--- src/rtl/switch_pkg.sv ---
// ============================================================================
// Module   : switch_pkg
// Brief    : Shared types and constants for the switch ring scheduler.
// Revision : 1.0 - initial release
// ============================================================================
`default_nettype none

package switch_pkg;

  localparam int NUM_PORTS = 4;
  localparam int SLOT_W    = 20;
  localparam int STARVE_W  = 8;

  typedef enum logic [1:0] {
    IDLE  = 2'd0,
    CHECK = 2'd1,
    SHIFT = 2'd2
  } phase_e;

  // First starved port found scanning own, own+1, ... modulo 4.
  function automatic logic [1:0] pick_starved(input logic [3:0] st,
                                              input logic [1:0] own);
    logic [1:0] idx;
    logic       found;
    pick_starved = own;
    found        = 1'b0;
    for (int k = 0; k < 4; k++) begin
      idx = own + 2'(k);
      if (!found && st[idx]) begin
        pick_starved = idx;
        found        = 1'b1;
      end
    end
  endfunction

endpackage

`default_nettype wire

--- src/rtl/switch_starve_ctr.sv ---
// ============================================================================
// Module   : switch_starve_ctr
// Brief    : Per-port saturating starvation counter with clear/inc/sat.
// Revision : 1.0 - initial release
// ============================================================================
`default_nettype none

module switch_starve_ctr
  import switch_pkg::*;
#(
  parameter int LIMIT = 8
) (
  input  logic clk,
  input  logic reset,
  input  logic en,
  input  logic clr,
  input  logic inc,
  output logic sat
);

  localparam logic [STARVE_W-1:0] C_LIMIT = STARVE_W'(LIMIT);

  logic [STARVE_W-1:0] r_count;

  always_ff @(posedge clk or posedge reset) begin
    if (reset) begin
      r_count <= '0;
    end else if (en) begin
      if (clr) begin
        r_count <= '0;
      end else if (inc && (r_count != C_LIMIT)) begin
        r_count <= r_count + STARVE_W'(1);
      end
    end
  end

  assign sat = (r_count == C_LIMIT);

endmodule

`default_nettype wire

--- src/rtl/switch_ring_sched.sv ---
// ============================================================================
// Module   : switch_ring_sched
// Brief    : CHECK/SHIFT ring sequencer with starvation-aware inject grants.
//            Optional statistics outputs with SWITCH_SCHED_STATS_EN defined.
// Revision : 1.0 - initial release
// ============================================================================
`default_nettype none

module switch_ring_sched
  import switch_pkg::*;
#(
  parameter int STARVE_LIMIT = 8
) (
  input  logic                 clk,
  input  logic                 reset,
  input  logic                 enable,
  input  logic [NUM_PORTS-1:0] in_req,
  input  logic [NUM_PORTS-1:0] slot_up_busy,
  input  logic [NUM_PORTS-1:0] slot_hit,
  input  logic [NUM_PORTS-1:0] out_full,
  output logic [1:0]           phase,
  output logic [NUM_PORTS-1:0] deliver_en,
  output logic [NUM_PORTS-1:0] inject_grant,
  output logic [NUM_PORTS-1:0] starved,
  output logic [1:0]           owner
`ifdef SWITCH_SCHED_STATS_EN
  ,
  output logic [NUM_PORTS-1:0][15:0] grant_cnt,
  output logic [15:0]                starve_evt_cnt
`endif
);

  localparam logic [1:0] ST_IDLE  = IDLE;
  localparam logic [1:0] ST_CHECK = CHECK;
  localparam logic [1:0] ST_SHIFT = SHIFT;

  logic [1:0]           r_phase;
  logic [1:0]           w_phase_nxt;
  logic [1:0]           r_owner;
  logic [1:0]           w_sel;
  logic                 w_any_starved;
  logic                 w_is_shift;
  logic                 w_is_check;
  logic [NUM_PORTS-1:0] w_inhibit;
  logic [NUM_PORTS-1:0] w_grant;

  always_comb begin
    w_phase_nxt = r_phase;
    case (r_phase)
      ST_IDLE:  if (enable) w_phase_nxt = ST_CHECK;
      ST_CHECK: w_phase_nxt = ST_SHIFT;
      ST_SHIFT: w_phase_nxt = enable ? ST_CHECK : ST_IDLE;
      default:  w_phase_nxt = ST_IDLE;
    endcase
  end

  always_ff @(posedge clk or posedge reset) begin
    if (reset) begin
      r_phase <= ST_IDLE;
    end else begin
      r_phase <= w_phase_nxt;
    end
  end

  // Gating with reset kills grants in the same cycle reset rises.
  assign w_is_shift = (r_phase == ST_SHIFT) & ~reset;
  assign w_is_check = (r_phase == ST_CHECK) & ~reset;

  assign w_any_starved = |starved;
  assign w_sel         = pick_starved(starved, r_owner);
  assign w_inhibit     = w_any_starved ? ~(NUM_PORTS'(1) << w_sel) : '0;

  assign w_grant      = {NUM_PORTS{w_is_shift}} & in_req & ~slot_up_busy & ~w_inhibit;
  assign inject_grant = w_grant;
  assign deliver_en   = {NUM_PORTS{w_is_check}} & slot_hit & ~out_full;

  generate
    for (genvar i = 0; i < NUM_PORTS; i++) begin : g_ctr
      switch_starve_ctr #(
        .LIMIT (STARVE_LIMIT)
      ) u_ctr (
        .clk   (clk),
        .reset (reset),
        .en    (w_is_shift),
        .clr   (w_grant[i] | ~in_req[i]),
        .inc   (in_req[i] & ~w_grant[i]),
        .sat   (starved[i])
      );
    end
  endgenerate

  always_ff @(posedge clk or posedge reset) begin
    if (reset) begin
      r_owner <= 2'd0;
    end else if (w_is_shift && w_any_starved && w_grant[w_sel]) begin
      r_owner <= r_owner + 2'd1;
    end
  end

  assign phase = r_phase;
  assign owner = r_owner;

`ifdef SWITCH_SCHED_STATS_EN
  logic [NUM_PORTS-1:0] r_starved_d;

  generate
    for (genvar i = 0; i < NUM_PORTS; i++) begin : g_stats
      always_ff @(posedge clk or posedge reset) begin
        if (reset) begin
          grant_cnt[i] <= '0;
        end else if (w_grant[i]) begin
          grant_cnt[i] <= grant_cnt[i] + 16'd1;
        end
      end
    end
  endgenerate

  // A starve event is a counter newly arriving at the limit.
  always_ff @(posedge clk or posedge reset) begin
    if (reset) begin
      r_starved_d    <= '0;
      starve_evt_cnt <= '0;
    end else begin
      r_starved_d <= starved;
      if (|(starved & ~r_starved_d)) begin
        starve_evt_cnt <= starve_evt_cnt + 16'd1;
      end
    end
  end
`endif

endmodule

`default_nettype wire

--- config.mk ---
export PLATFORM = sky130hd
export DESIGN_NAME = switch_ring_sched
export DESIGN_NICKNAME = d
export VERILOG_FILES = /design/src/rtl/switch_pkg.sv /design/src/rtl/switch_starve_ctr.sv /design/src/rtl/switch_ring_sched.sv
export SDC_FILE = /design/constraint.sdc
export NUM_CORES = 1
export LEC_CHECK = 0
export BUFFER_PORTS_ARGS = -buffer_cell sky130_fd_sc_hd__buf_2
export CAP_MARGIN = 25
export CORE_MARGIN = 2
export CORE_UTILIZATION = 61
export DETAILED_ROUTE_END_ITERATION = 6
export HOLD_SLACK_MARGIN = 0.15
export PLACE_DENSITY = 0.94
export SYNTH_ARGS = -nofsm -noshare
export SYNTH_HDL_FRONTEND = slang
export SYNTH_SLANG_ARGS = --single-unit
--- constraint.sdc ---
create_clock -name clk -period 6.6 [get_ports clk]
set_input_delay 0 -clock clk [delete_from_list [all_inputs] [get_ports clk]]
set_output_delay 0 -clock clk [all_outputs]
set_load 0.05 [all_outputs]
==> impl_results.md, run 1 <==
- Antenna cell count: 0
- First-pass GRT wire length: 8870 um
- Cell variety after synth: 55
- YS warnings: 0
- Final TNS setup: 0 ns
- TritonRoute pass-1 iters: 5
- Layout cells sized above 1: about 17%
- Synth-to-layout area growth: 14.4%
- CTS H-tree lvls: 2
- IO buf count: 34
- Initial Util: 64.1%
- Vias in the first global route: ~2000
- Skew final: ~0.0066 ns
- Initial DRC count: 185
- Cell area after layout: roughly 2700 um2
- Setup WS post-layout: between 3 and 4 ns
- Row count: 22
- MaxCap Viol Count: 0
- Post-Route WL: between 5000 and 6000 um
- Slew headroom: about a third
- Syn Nets: between 300 and 400
- DP Wirelength: 3680 um
- CP Data Arrival Time: ~3.1 ns
- Met2 usage: a little over two fifths
- Count of final setup violators: 0
- Reg2reg end: owner[1]
- Die span in x: around 66 um
- EDFF count, synth: 0
- Reg2Reg Depth: 10
- DR vias/cell: about 6.1
- Worst Hold Endpoint: g_ctr[1].u_ctr.r_count[5]
- Slowest CP cell: or4b_1
- Worst Setup Path Type: reg -> out
- Clock Latency Late Sink: 0.29 ns
- Worst path top cell family by delay: simple AND/OR/NAND/NOR gates
- Die Footprint: roughly 4400 um2
- Placed Area: 2540 um2
- Grt met1 use: 34.0%
- Total track usage: 26.8%
- Most Frequent Cell on Critical Path: or4b_1
- Fmax: between 300 and 400 MHz
- Power, Total: 0.633 mW
- Hold/Removal Path Class: in -> reg
- Synthesized area per cell: roughly 8.5 um2
- Place WS: 3.60 ns
- Gpl congestion: 0.852
- DRC viols: 0
- Startpoint types: flop
- Pwr dens: roughly 230 nW/um2
- RSZ-0062 raised after global routing: false
- Critical-path cell list: inv_1 -> ha_1 -> or4b_1 -> or4b_1 -> clkinv_4 -> nor2_1 -> o311ai_1 -> a21oi_1 -> and3_1 -> buf_2
- Grt ovf: 0
- Clock Sinks: 36
- Synth Flop Type: dfrtp_1
- Largest net degree at the start of global routing: 38
- Crit. End Element: primary output
- Netlist Area Pre-Place: 2360 um2
- Final worst path period share: roughly 46%
- CTS tree: built
- IO Pins: 35
- Fin nets: ~340
- GR peak layer: met2
- Leak Pwr: between 1 and 1.5 nW
- Max incr delay on CP: between 0.6 and 0.7 ns
- Routed len/inst: roughly 15 um
- Routed vias: between 2000 and 2500
- Commonest non-fill, non-tap cells in the layout: dfrtp_1, buf_2, nand2_1
- Core Region: between 3000 and 4000 um2
- Hold path cells: 4
- Root buf cell: clkbuf_8
- Reg-to-reg slack, setup: 3.60 ns
- Post-route ant nets: 0
- Met3 global-route usage: under 10%
- Final Hold Vio Count: 0
- Post-CTS setup buffers: 0
- Final core utilization: about three quarters
- Max-slew violations: 0
- Crit Path Max Fanout: 7
- Hold path startpoint: slot_up_busy[1]
- Status: completed
- Worst vdd ir: roughly 0.15 mV
- Fraction of registers with async set/reset: 100%
- Register area share after synthesis: about two fifths
- Syn Inst Count: 277
- #FFs+latches synth: 36
- Reg clk slew, reported paths: 0.07 ns
- WP buf/inv: 3
- Initial antenna violation count: 0
- Critical Path RT: about 6.6 ns
- Max Root-Sink Buffers: 2
- Die height: 66.3 um
- Least-Margin Pin Slew: roughly 1 ns
- Total CTS buffers: 5
- Most common cell after layout, fill and taps aside: dfrtp_1
- Final worst path period need: 3.05 ns
- R2R Path Start: g_ctr[2].u_ctr.r_count[0]
## worst register-to-register path, stage by stage, from the launching register on
cell,delay (ns)
dfrtp_1,0.43
inv_1,0.07
ha_1,0.13
or4b_1,0.41
or4b_1,0.67
nand2_4,0.14
a21oi_1,0.05
nor3_2,0.15
mux4_1,0.60
o2111ai_1,0.15
xnor2_1,0.14
## layer usage
layer	up-vias	routed length [um]
met5	-	0
met4	0	151
met3	18	370
met2	99	2530
met1	1030	2310
li1	1067	-
## Yosys cell counts (3+ instances only)
cell type / number / area, um2
xor2_1: 4 / 35.0
or3_1: 5 / 31.3
nor2b_1: 6 / 37.5
ha_1: 8 / 100
o21ai_1: 5 / 25.0
nand3_1: 8 / 40.0
mux2i_1: 4 / 40.0
o2bb2ai_1: 4 / 35.0
clkbuf_1: 4 / 15.0
nand2_1: 32 / 120
nand3b_1: 4 / 30.0
dfrtp_1: 36 / 901
buf_4: 5 / 37.5
nor2_1: 26 / 97.6
o21ai_0: 22 / 110
nor3_1: 9 / 45.0
xnor2_1: 3 / 26.3
and3_1: 6 / 37.5
inv_1: 15 / 56.3
nor4_1: 3 / 18.8
o22ai_1: 4 / 25.0
a21o_1: 4 / 30.0
a21oi_1: 15 / 75.1
nor3b_1: 6 / 45.0
## sequential cells by signal, indices dropped and copies added, names as in the netlist
signal,cells
g_ctr.u_ctr.r_count,32
phase,2
owner,2
## metrics by stage
step                std cells  hold slack [ns]
floorplan                 277            0.138
global placement          349            0.174
detailed placement        349            0.189
CTS                       363            0.154
global route              363            0.193
finish                    363            0.168
## layout make-up
type	instances	area, um2
Inverter	17	68.8
Fill cell	290	983
Timing Repair Buffer	42	245
Sequential cell	36	901
Clock buffer	6	72.6
Tap cell	48	60.1
Multi-Input combinational cell	212	1320
Clock inverter	2	35.0
## report_power, final
part / total, mW / switching (mW) / internal [mW]
registers: 0.283 / 0.0351 / 0.248
clock network: 0.192 / 0.0798 / 0.112
logic: 0.158 / 0.0911 / 0.0666
total: 0.633 / 0.206 / 0.427
## kinds of logic after synthesis
group / after synthesis / share of synthesized area, %
adder cells (fa/ha/maj): 8 / 4.23
XOR/XNOR: 7 / 2.59
AO/OA/AOI/OAI: 71 / 18.7
AND/OR/NAND/NOR: 120 / 27.1
buffers and inverters: 29 / 5.98
flip-flops: 36 / 38.1
multiplexers: 6 / 3.28
## worst max-delay path by stage
| stage | start | slack [ns] | end | cells after the start |
|---|---|---|---|---|
| 2_1_floorplan | g_ctr[2].u_ctr.r_count[0] | 3.80 | g_ctr[2].u_ctr.r_count[1] | 9 |
| 3_3_place_gp | g_ctr[2].u_ctr.r_count[0] | 3.71 | owner[1] | 10 |
| 3_5_place_dp | g_ctr[2].u_ctr.r_count[0] | 3.60 | owner[1] | 10 |
| 4_1_cts | g_ctr[2].u_ctr.r_count[0] | 3.56 | inject_grant[0] | 10 |
| 5_1_grt | g_ctr[2].u_ctr.r_count[0] | 3.43 | inject_grant[0] | 10 |
| 6_report | g_ctr[2].u_ctr.r_count[0] | 3.55 | inject_grant[0] | 10 |
## repair_timing
item,CTS,global route
endpoints found under the hold margin,46,0
hold buffers,6,0
setup endpoints to repair,0,0
gates resized for setup,0,0
(Power assumes the default switching activity.)
==> inputs of run 2 (changes only) <==
--- a/config.mk
+++ b/config.mk
@@ -8,10 +8,10 @@
 export BUFFER_PORTS_ARGS = -buffer_cell sky130_fd_sc_hd__buf_2
 export CAP_MARGIN = 25
 export CORE_MARGIN = 2
-export CORE_UTILIZATION = 61
+export CORE_UTILIZATION = 57
 export DETAILED_ROUTE_END_ITERATION = 6
 export HOLD_SLACK_MARGIN = 0.15
-export PLACE_DENSITY = 0.94
+export PLACE_DENSITY = 0.9
 export SYNTH_ARGS = -nofsm -noshare
 export SYNTH_HDL_FRONTEND = slang
 export SYNTH_SLANG_ARGS = --single-unit
==> constraint.sdc (replaced) <==
create_clock -name clk -period 3.1 [get_ports clk]
set_input_delay 0 -clock clk [delete_from_list [all_inputs] [get_ports clk]]
set_output_delay 0 -clock clk [all_outputs]
set_load 0.05 [all_outputs]
==> impl_results.md, run 2 (synthesized netlist as in run 1, its figures left out) <==
- Sw Share: roughly 35%
- Post-route ant nets: 0
- Vias in the first global route: around 2100
- TritonRoute pass-1 iters: 5
- Post-Route M1 WL: around 2300 um
- Gpl congestion: ~0.89
- Commonest non-fill, non-tap cells in the layout: dfrtp_1, buf_2, nand2_1
- Clock Latency Late Sink: just under 0.3 ns
- Initial Util: around three fifths
- DRC viols: 0
- Placed Area: roughly 2600 um2
- CP Data Arrival Time: 2.89 ns
- Max-slew violations: 0
- Fmax: ~350 MHz
- Fin nets: roughly 350
- Root buf cell: clkbuf_8
- Final worst path period share: between 90 and 100%
- Hold path cells: 5
- Worst Hold Endpoint: g_ctr[2].u_ctr.r_count[1]
- DR top layer: met4
- Synth-to-layout area growth: 15.2%
- Count of final setup violators: 0
- Most common cell after layout, fill and taps aside: dfrtp_1
- Worst Setup Path Type: reg -> out
- Clk pwr share: 26.2%
- Worst vdd ir: between 0.3 and 0.4 mV
- Total track usage: roughly a quarter
- Post-Route WL: 5160 um
- MaxCap Viol Count: 0
- Hold/Removal Path Class: in -> reg
- Skew final: between 0.009 and 0.01 ns
- CTS tree: built
- Antenna cell count: 0
- Row count: 23
- Critical Path RT: between 3 and 4 ns
- Max Root-Sink Buffers: 2
- Fillers: approximately 340
- Status: completed
- DR vias/cell: ~6.0
- Crit. End Element: primary output
- Crit Path Max Fanout: 7
- Cell area after layout: approximately 2700 um2
- Logic gate share of total power: approximately a quarter
- Reg power frac: about 47%
- Die height: roughly 68 um
- Grt ovf: 0
- Final TNS setup: 0 ns
- Reg-to-reg slack, setup: between 0.2 and 0.3 ns
- Largest net degree at the start of global routing: 38
- Reg2Reg Depth: 10
- Least-Margin Pin Slew: 0.585 ns
- Routed vias: approximately 2200
- Slew headroom: 60.7%
- Die span in x: a little under 70 um
- IO Pins: 35
- RSZ-0062 raised after global routing: false
- Initial DRC count: between 100 and 150
- Largest register FFs: 32
- Routed len/inst: 14.0 um
- Int Pwr: 0.827 mW
- R2R Path Start: g_ctr[2].u_ctr.r_count[0]
- Die Footprint: 4680 um2
- Layout cells sized above 1: ~18%
- IO buf count: 34
- WL met3: 272 um
- Startpoint types: flop
- Final Hold Vio Count: 0
- Core Region: 4000 um2
- Hold path startpoint: slot_up_busy[2]
- Total CTS buffers: 5
- Pwr dens: about 460 nW/um2
- Reg clk slew, reported paths: ~0.070 ns
- Routed length on met2: ~2500 um
- DP Wirelength: roughly 3700 um
- First-pass GRT wire length: 8700 um
- CTS H-tree lvls: 2
- Final worst path period need: 2.89 ns
- Most flops, register: g_ctr.u_ctr.r_count
- Power, Total: 1.27 mW
- Psw: between 0.4 and 0.5 mW
- Leak Pwr: roughly 1.3 nW
- Initial antenna violation count: 0
- Clock Sinks: 36
- Reg2reg end: owner[1]
## run 2: changes by cell type in the layout (fill, tap and decap cells not counted)
cell           change
buf_4              +3
bufinv_16          -1
clkbuf_1           -1
clkinv_2           +1
clkinv_4           +1
dlygate4sd3_1      +1
or4b_1             -1
or4b_4             +1
## run 2: power by group through the flow
| stage | Clock, mW | Sequential, mW | Combinational [mW] |
|---|---|---|---|
| 2_1_floorplan | 0 | 0.599 | 0.254 |
| 6_report | 0.332 | 0.601 | 0.334 |
| 4_1_cts | 0.342 | 0.599 | 0.334 |
| 3_3_place_gp | 0 | 0.604 | 0.318 |
| 5_1_grt | 0.357 | 0.609 | 0.377 |
| 3_5_place_dp | 0 | 0.608 | 0.327 |
## run 2: timing repair
action | 4_1_cts | 5_1_grt
endpoints found under the hold margin | 46 | 0
hold buffers | 7 | 0
gates resized for setup | 0 | 1
setup buffers | 0 | 0
setup endpoints to repair | 0 | 4
## run 2: worst max-delay path by stage
stage	start	cells past startpoint	slack, ns	to
3_5_place_dp	g_ctr[2].u_ctr.r_count[0]	10	0.14	owner[1]
3_3_place_gp	g_ctr[2].u_ctr.r_count[0]	10	0.21	owner[1]
4_1_cts	g_ctr[2].u_ctr.r_count[0]	10	0.08	inject_grant[0]
2_1_floorplan	g_ctr[2].u_ctr.r_count[0]	9	0.30	g_ctr[2].u_ctr.r_count[1]
6_report	g_ctr[2].u_ctr.r_count[0]	10	0.21	inject_grant[0]
5_1_grt	g_ctr[2].u_ctr.r_count[0]	10	0.01	inject_grant[0]
## run 2: metal layers
| layer | up-vias | GRT usage, % |
|---|---|---|
| met5 | - | 0 |
| met4 | 0 | 10.0 |
| met3 | 10 | 5.10 |
| met2 | 63 | 42.2 |
| met1 | 1070 | 29.7 |
| li1 | 1070 | - |
## run 2: layout make-up
class | count | area [um2] | area share [%]
clock buffer | 5 | 68.8 | 2.53
sequential | 36 | 901 | 33.1
tap | 50 | 62.6 | 2.30
clock inverter | 3 | 18.8 | 0.689
multi-input combinational | 212 | 1330 | 48.7
inverter | 17 | 68.8 | 2.53
timing repair buffer | 46 | 278 | 10.2
## run 2: critical path, stage by stage, from the launching register on
cell,delay (ns)
dfrtp_1,0.42
inv_1,0.07
ha_1,0.12
or4b_1,0.42
or4b_4,0.57
clkinv_4,0.10
nor2_1,0.06
o311ai_1,0.24
a21oi_1,0.16
and3_1,0.22
buf_2,0.21
## run 2: stage by stage
step	hold slack, ns	cells	util (%)	worst slack (ns)
floorplan	0.138	277	-	0.296
global placement	0.175	354	64.1	0.205
detailed placement	0.187	354	64.1	0.136
CTS	0.151	369	68.0	0.0756
global route	0.188	369	68.1	0.0132
finish	0.153	369	68.1	0.211
==> inputs of run 3 (changes only) <==
--- a/config.mk
+++ b/config.mk
@@ -12,6 +12,7 @@
 export DETAILED_ROUTE_END_ITERATION = 6
 export HOLD_SLACK_MARGIN = 0.15
 export PLACE_DENSITY = 0.9
+export RECOVER_POWER = 50
 export SYNTH_ARGS = -nofsm -noshare
 export SYNTH_HDL_FRONTEND = slang
 export SYNTH_SLANG_ARGS = --single-unit
==> impl_results.md, run 3 (synthesized netlist as in run 1, its figures left out) <==
- Max-slew violations: 0
- Leak Pwr: about 1.3 nW
- Largest net degree at the start of global routing: 38
- MaxCap Viol Count: 0
- Max Root-Sink Buffers: 2
- Die height: about 68 um
- IO buf count: 34
- DP Wirelength: roughly 3700 um
- RSZ-0062 raised after global routing: false
- Fillers: 345
- Reg2Reg Depth: 10
- Row count: 23
- Post-route ant nets: 0
- WP buf/inv: 3
- Reg2reg end: owner[1]
- Vias in the first global route: 2101
- Hold/Removal Path Class: in -> reg
- IO Pins: 35
- Final std cells w/o fill: about 370
- Largest register FFs: 32
- Antenna cell count: 0
- Post-Route WL: slightly above 5000 um
- Power, Total: 1.27 mW
- Routed vias: ~2200
- Final TNS setup: 0 ns
- Least-Margin Pin Slew: 0.589 ns
- Fin nets: between 300 and 400
- Fmax: about 350 MHz
- Final worst path period need: slightly below 3 ns
- Final Hold Vio Count: 0
- Final worst path period share: approximately 93%
- Worst Hold Endpoint: g_ctr[2].u_ctr.r_count[1]
- R2R Path Start: g_ctr[2].u_ctr.r_count[0]
- Initial antenna violation count: 0
- Synth-to-layout area growth: 14.8%
- CP Data Arrival Time: 2.89 ns
- CTS H-tree lvls: 2
- Worst Setup Path Type: reg -> out
- Cell area after layout: between 2000 and 3000 um2
- Root buf cell: clkbuf_8
- Critical Path RT: slightly above 3 ns
- Dpl cells: around 350
- Pwr dens: approximately 470 nW/um2
- Layout cells sized above 1: between 10% and 20%
- Status: completed
- Skew final: between 0.009 and 0.01 ns
- Clock Latency Late Sink: about 0.3 ns
- Reg clk slew, reported paths: 0.07 ns
- Startpoint types: flop
- Setup WS post-layout: 0.211 ns
- Max incr delay on CP: approximately 0.57 ns
- Core Region: about 4000 um2
- Crit Path Max Fanout: 7
- Clock Sinks: 36
- Commonest non-fill, non-tap cells in the layout: dfrtp_1, nand2_1, buf_2
- CTS tree: built
- Hold_ws: roughly 0.15 ns
- Crit. End Element: primary output
- First-pass GRT wire length: between 8000 and 9000 um
- Slowest CP cell: or4b_4
- Most common cell after layout, fill and taps aside: dfrtp_1
- Total track usage: ~25%
- DR vias/cell: 5.95
- Worst path top cell family by delay: simple AND/OR/NAND/NOR gates
- Placed Area: 2560 um2
- Critical-path cell list: inv_1 -> ha_1 -> or4b_1 -> or4b_4 -> clkinv_4 -> nor2_1 -> o311ai_1 -> a21oi_1 -> and3_1 -> buf_2
- Gpl congestion: 0.891
- DRC viols: 0
- TritonRoute pass-1 iters: 4
- Count of final setup violators: 0
- Slew headroom: around three fifths
- Final core utilization: 67.9%
- Most flops, register: g_ctr.u_ctr.r_count
- Die span in x: around 68 um
- Worst vdd ir: ~0.32 mV
- Place WS: 0.136 ns
- Initial Util: a little under 60%
- Post-CTS setup buffers: 0
- Routed len/inst: roughly 14 um
- Total CTS buffers: 5
- Die Footprint: approximately 4700 um2
- Hold path startpoint: slot_up_busy[2]
- Reg-to-reg slack, setup: 0.25 ns
- Hold path cells: 5
- Grt ovf: 0
- Initial DRC count: between 100 and 150
## run 3: worst max-delay path by stage
stage	slack, ns	cells past startpoint	endpoint	startpoint
after floorplan	0.30	9	g_ctr[2].u_ctr.r_count[1]	g_ctr[2].u_ctr.r_count[0]
after global placement	0.21	10	owner[1]	g_ctr[2].u_ctr.r_count[0]
after detailed placement	0.14	10	owner[1]	g_ctr[2].u_ctr.r_count[0]
after CTS	0.08	10	inject_grant[0]	g_ctr[2].u_ctr.r_count[0]
after global routing	0.01	10	inject_grant[0]	g_ctr[2].u_ctr.r_count[0]
final	0.21	10	inject_grant[0]	g_ctr[2].u_ctr.r_count[0]
## run 3: power by group
group          switching [mW]  internal (mW)
clock                   0.177          0.157
combinational           0.191          0.142
sequential             0.0724          0.528
## run 3: per-layer routing
layer / up-vias / GRT usage, % / wire [um]
met2: 57 / 42.2 / 2510
met5: - / 0 / 0
met4: 0 / 10.0 / 76
met3: 10 / 5.10 / 297
met1: 1061 / 29.7 / 2270
li1: 1069 / - / -
## run 3: final cells by class
cell class / count / area [um2] / area share (%)
inverters: 17 / 68.8 / 2.53
clock buffers: 5 / 68.8 / 2.53
clock inverters: 3 / 18.8 / 0.691
flip-flops and latches: 36 / 901 / 33.2
repair buffers: 46 / 269 / 9.91
well taps: 50 / 62.6 / 2.30
multi-input cells: 212 / 1330 / 48.8
## run 3: what timing repair did
item,4_1_cts,5_1_grt
gates resized for setup,0,1
endpoints found under the hold margin,46,0
setup endpoints to repair,0,4
hold buffers,7,0
## run 3: worst min-delay path, cell delays in order
cell     delay (ns)
buf_2          0.09
nor2b_1        0.05
nand2_1        0.06
nor2_1         0.04
o21ai_0        0.15
